==> src/rtl/id_stage.sv <==
// Decode stage of the RV32I single-cycle core: owns the register file, builds the
// sign-extended immediate and decodes the main control signals from the opcode.
module id_stage #(
    parameter int DATA_W = 32,
    parameter int NREGS  = 32,
    parameter bit BYPASS = 1'b1
) (
    input  logic              clk,
    input  logic              rst,
    input  logic [31:0]       instruction,
    input  logic              wb_we,
    input  logic [4:0]        wb_rd,
    input  logic [DATA_W-1:0] wb_data,
    output logic [DATA_W-1:0] rs1_data,
    output logic [DATA_W-1:0] rs2_data,
    output logic [4:0]        rd,
    output logic [31:0]       imm_ext,
    output logic              reg_write,
    output logic              alu_src,
    output logic              mem_read,
    output logic              mem_write,
    output logic              mem_to_reg,
    output logic              branch,
    output logic              jump,
    output logic [1:0]        alu_op,
    output logic              illegal,
    output logic [31:0]       instret
);
    localparam logic [6:0] OP_LOAD   = 7'b0000011;
    localparam logic [6:0] OP_IALU   = 7'b0010011;
    localparam logic [6:0] OP_AUIPC  = 7'b0010111;
    localparam logic [6:0] OP_STORE  = 7'b0100011;
    localparam logic [6:0] OP_R      = 7'b0110011;
    localparam logic [6:0] OP_LUI    = 7'b0110111;
    localparam logic [6:0] OP_BRANCH = 7'b1100011;
    localparam logic [6:0] OP_JALR   = 7'b1100111;
    localparam logic [6:0] OP_JAL    = 7'b1101111;

    logic [DATA_W-1:0] regs [NREGS];
    logic [6:0]        opcode;
    logic [4:0]        rs1_idx;
    logic [4:0]        rs2_idx;
    logic              dec_reg_write;
    logic              dec_mem_read;
    logic              dec_mem_write;
    logic              dec_branch;
    logic              dec_jump;

    assign opcode  = instruction[6:0];
    assign rs1_idx = instruction[19:15];
    assign rs2_idx = instruction[24:20];
    assign rd      = instruction[11:7];

    // Reset wins over a write-back presented in the same cycle.
    always_ff @(posedge clk) begin
        if (!rst) begin
            for (int i = 0; i < NREGS; i++) regs[i] <= '0;
            instret <= '0;
        end else begin
            if (wb_we && wb_rd != 5'd0) regs[wb_rd] <= wb_data;
            if (!illegal) instret <= instret + 32'd1;
        end
    end

    always_comb begin
        rs1_data = '0;
        if (rs1_idx != 5'd0) begin
            rs1_data = regs[rs1_idx];
            if (BYPASS && rst && wb_we && wb_rd == rs1_idx) rs1_data = wb_data;
        end
    end

    always_comb begin
        rs2_data = '0;
        if (rs2_idx != 5'd0) begin
            rs2_data = regs[rs2_idx];
            if (BYPASS && rst && wb_we && wb_rd == rs2_idx) rs2_data = wb_data;
        end
    end

    always_comb begin
        imm_ext = 32'd0;
        case (opcode)
            OP_LOAD, OP_IALU, OP_JALR:
                imm_ext = {{20{instruction[31]}}, instruction[31:20]};
            OP_STORE:
                imm_ext = {{20{instruction[31]}}, instruction[31:25], instruction[11:7]};
            OP_BRANCH:
                imm_ext = {{19{instruction[31]}}, instruction[31], instruction[7],
                           instruction[30:25], instruction[11:8], 1'b0};
            OP_LUI, OP_AUIPC:
                imm_ext = {instruction[31:12], 12'd0};
            OP_JAL:
                imm_ext = {{11{instruction[31]}}, instruction[31], instruction[19:12],
                           instruction[20], instruction[30:21], 1'b0};
            default:
                imm_ext = 32'd0;
        endcase
    end

    always_comb begin
        dec_reg_write = 1'b0;
        dec_mem_read  = 1'b0;
        dec_mem_write = 1'b0;
        dec_branch    = 1'b0;
        dec_jump      = 1'b0;
        alu_src       = 1'b0;
        mem_to_reg    = 1'b0;
        alu_op        = 2'b00;
        illegal       = 1'b0;
        case (opcode)
            OP_R: begin
                dec_reg_write = 1'b1;
                alu_op        = 2'b10;
            end
            OP_IALU: begin
                dec_reg_write = 1'b1;
                alu_src       = 1'b1;
                alu_op        = 2'b11;
            end
            OP_LOAD: begin
                dec_reg_write = 1'b1;
                alu_src       = 1'b1;
                dec_mem_read  = 1'b1;
                mem_to_reg    = 1'b1;
            end
            OP_STORE: begin
                alu_src       = 1'b1;
                dec_mem_write = 1'b1;
            end
            OP_BRANCH: begin
                dec_branch = 1'b1;
                alu_op     = 2'b01;
            end
            OP_JAL: begin
                dec_jump      = 1'b1;
                dec_reg_write = 1'b1;
            end
            OP_JALR: begin
                dec_jump      = 1'b1;
                dec_reg_write = 1'b1;
                alu_src       = 1'b1;
            end
            OP_LUI, OP_AUIPC: begin
                dec_reg_write = 1'b1;
                alu_src       = 1'b1;
            end
            default: illegal = 1'b1;
        endcase
    end

    // Side-effecting enables are held off during reset so the core sees a NOP.
    assign reg_write = dec_reg_write & rst;
    assign mem_read  = dec_mem_read & rst;
    assign mem_write = dec_mem_write & rst;
    assign branch    = dec_branch & rst;
    assign jump      = dec_jump & rst;
endmodule

==> config.mk <==
export PLATFORM = sky130hd
export DESIGN_NAME = id_stage
export DESIGN_NICKNAME = d
export VERILOG_FILES = /design/src/rtl/id_stage.sv
export SDC_FILE = /design/constraint.sdc
export NUM_CORES = 2
export LEC_CHECK = 0
export BUFFER_PORTS_ARGS = -buffer_cell sky130_fd_sc_hd__buf_2
export CAP_MARGIN = 20
export CORE_AREA = 3 3 442 444
export DETAILED_ROUTE_END_ITERATION = 6
export DIE_AREA = 0 0 445 447
export PLACE_DENSITY = 0.46
export SLEW_MARGIN = 10
export SYNTH_ARGS = -nofsm -noshare
export SYNTH_HDL_FRONTEND = slang
export SYNTH_SLANG_ARGS = --single-unit
==> constraint.sdc <==
create_clock -name clk -period 5.79 [get_ports clk]
set_clock_uncertainty 0.1 [all_clocks]
set_input_delay 1.4475 -clock clk [delete_from_list [all_inputs] [get_ports clk]]
set_output_delay 1.4475 -clock clk [all_outputs]
set_load 0.05 [all_outputs]
==> results_dict.tcl <==
set metrics [dict create \
    clock_path_buffers 3 \
    cts_buffers 130 \
    grt-ovfl-total 0 \
    max_freq_mhz 173.3 \
    async_flop_share_pct 0 \
    crit_chain "buf_2 > or2_2 > nor4_4 > nand2b_1 > o31ai_1 > buf_4 > a22o_1 > buf_4 > buf_12" \
    die_h_um 447 \
    endpoint_kind "primary output" \
    status "complete, no violations" \
    cts_tree "built" \
    reg2reg_from "instret[7]" \
    crit_arrival_ns 4.22 \
    start_util_pct 29.88 \
    postCtsHoldBufs 0 \
    place_inst 6786 \
    ir_drop_uv 288.9 \
    final_cells 7028 \
    cts.clk_slew.worst_paths_ns 0.05 \
    met3_usage_pct 5.151 \
    timing_hold_violations_final 0 \
    ant_nets 0 \
    grt_use_total_pct 24.30 \
    setup.worst_path.start_class "primary input" \
    path_class "in2out" \
    min_from "instret[24]" \
    whs_endpoint "instret[24]" \
    globalRouteMet1Util_pct 31.93 \
    syn_avg_cell_area_um2 13.87 \
    power_density_nw_per_um2 292.5 \
    antenna_found_initial 28 \
    fin_nets 4466 \
    rsz0062_at_grt "yes" \
    via_per_inst 5.623 \
    grt_max_degree 52 \
    dpl.hpwl_mm 158.7 \
    r2r_slack_ns 3.22 \
    hold_slack_ns 0.3971 \
    dr.first_iter.drc_count 5013 \
    via_count 39520 \
    grt_busiest_layer "met2" \
    critPathMaxStageDelay_ns 0.78 \
    grt_pass1_vias 39350 \
    synth-edff-count 1024 \
    cts_num_sinks 1056 \
    period_needed_ns 5.769 \
    grt_util_met2_pct 39.98 \
    routabilityCongestion 0.8516 \
    crit_slowest_cell "nor4_4" \
    drive_gt1_share_pct 27.65 \
    rows 161 \
    synth_seq_cells 1056 \
    drv_slew 0 \
    yosys_warnings 0 \
    port_buffers 214 \
    maxSlewHeadroom_pct 26.06 \
    worstRegToRegCells 5 \
    cpMostUsedCell "buf_4" \
    cts-root-buf "clkbuf_16" \
    finalSetupViolCount 0 \
    first_pass_iters 6 \
    fillers 18360 \
    worstPathRequired_ns 4.24 \
    r2r_end "instret[24]" \
    ctsHtreeMaxLevel 4 \
    worstMarginPinSlew_ns 1.106 \
    route.detailed.drc 0 \
    insertion_delay_ns 0.76 \
    ys_seq_area_share_pct 54.72 \
    ios 215 \
    die_x_um 445 \
    ys.flop_type "edfxtp_1" \
    syn_inst 4135 \
    detail_route.wl_per_cell_um 34.95 \
    min_path_cells 2 \
    power.leakage_nw 24.18 \
    post-route-util_pct 35.59 \
    fp.coreArea_um2 192000 \
    drv_cap 0 \
    critPathBufInv 4 \
    crit_family "simple AND/OR/NAND/NOR gates" \
    synth.distinct_cells 75 \
    wl_mm 245.7 \
    hp-class "reg2reg" \
    synthesis.area_um2 57370 \
    area_growth_syn_to_layout_pct 19.11 \
    die-area_um2 198900 \
    grt_first_pass_wirelength_mm 335.7 \
    crit_fanout 8 \
    period_share_pct 99.64 \
]
-- final cells by class --
type                       count  area [um2]  share of cell area (%)
tap                         2526        3161                   4.625
inverter                       8       32.53                 0.04761
timing repair buffer         530        4986                   7.297
antenna                       13       32.53                 0.04761
multi-input combinational   2667       24760                   36.23
sequential                  1056       31390                   45.94
clock buffer                 162        3395                   4.968
clock inverter                66       576.8                  0.8441
-- tightest hold or removal path, cell delays in order, from the launching register on --
cell and delay (ns):
dfxtp_1 0.33, o31ai_1 0.07, a21oi_1 0.06
-- what timing repair did --
action                                  CTS  global route
buffers inserted                          0             0
gates resized for setup                   6             4
endpoints found under the setup margin    5             4
gates cloned                              1             0
-- how the worst max path moves through the flow --
stage                          from           end  slack [ns]  cells past startpoint
global route        instruction[20]  rs2_data[20]       0.006                     10
floorplan            instruction[2]      mem_read        0.27                      5
CTS                 instruction[20]  rs2_data[20]        0.02                     10
finish              instruction[23]   rs2_data[7]        0.02                      9
detailed placement  instruction[20]   rs2_data[9]       -0.24                     10
global placement    instruction[20]   rs2_data[9]       -0.31                     10
-- cell families (layout without fill, tap and decap cells) --
logic type      Yosys count  after routing  share of synthesized area (%)
compound gates          527            527                          6.508
mux                     643            643                          20.03
flops                  1056           1056                          54.72
buf+inv                 443            766                          3.592
other cells               1             45                       0.006537
simple gates           1426           1426                          14.54
fa+ha+maj                 1              1                        0.02181
xor+xnor                 38             38                         0.5801
-- routing by layer --
metal  up-vias  share of wire, %
met5         -            0.0081
met4         4               3.4
met3       389               8.0
met2      1903                48
met1     20870                41
li1      16350                 -
-- layout by cell type, fill, tap and decap left out, types with 37 or more instances in the layout --
| cell | Yosys | layout |
|---|---|---|
| buf_4 | 31 | 264 |
| a21oi_1 | 48 | 48 |
| and2_1 | 1008 | 1005 |
| nand2_1 | 78 | 78 |
| mux4_2 | 402 | 402 |
| nor2_4 | 1 | 37 |
| a22oi_1 | 84 | 84 |
| buf_12 | 0 | 105 |
| o21ai_0 | 119 | 87 |
| nor2_1 | 143 | 107 |
| clkbuf_16 | 0 | 131 |
| nand3_1 | 59 | 57 |
| buf_2 | 72 | 154 |
| edfxtp_1 | 1024 | 1024 |
| a221oi_1 | 66 | 65 |
| o22ai_1 | 62 | 62 |
| nor3_1 | 51 | 47 |
| mux2i_1 | 219 | 219 |
-- power breakdown --
| group | total, mW | switching [mW] | internal (mW) |
|---|---|---|---|
| Clock | 7.84 | 3.47 | 4.37 |
| Sequential | 8.99 | 0.206 | 8.79 |
| Combinational | 3.15 | 1.94 | 1.21 |
| Total | 20.0 | 5.62 | 14.4 |
-- sequential cells by signal (all words and copies together), names as in the netlist --
signal	cells
instret	32
regs	1024
-- through the flow --
stage	setup WS, ns	area, um2	total power, mW	TNS [ns]
6_report	0.02075	68330	19.99	0
5_1_grt	0.005883	68310	20.54	0
4_1_cts	0.02048	68280	20.09	0
3_5_place_dp	-0.2401	64250	12.26	-0.4751
3_3_place_gp	-0.3053	64250	12.26	-0.5830
2_1_floorplan	0.2683	57490	10.75	0
-- cells in the mapped netlist, types with 10 or more instances --
library cell  count  area share (%)
mux4_2          402              16
o21ai_0         119             1.0
nand4_1          11            0.12
xnor2_1          19            0.29
a21oi_1          48            0.42
a22o_1           13            0.20
nand3_1          59            0.51
nor2_1          143            0.94
and2_1         1008              11
nand2_1          78            0.51
a22oi_1          84             1.1
a211oi_1         16            0.21
mux2_2           22            0.43
a221o_1          18            0.31
edfxtp_1       1024              54
a21o_1           21            0.27
xor2_1           19            0.29
mux2i_1         219             3.8
nand2b_1         10            0.11
clkbuf_1        296             1.9
buf_4            31            0.41
o2111a_1         17            0.33
dfxtp_1          32             1.1
nor3_1           51            0.44
a221oi_1         66             1.0
o22ai_1          62            0.68
buf_6            18            0.35
buf_2            72            0.63
buf_1            13           0.085
(Power assumes the default switching activity.)
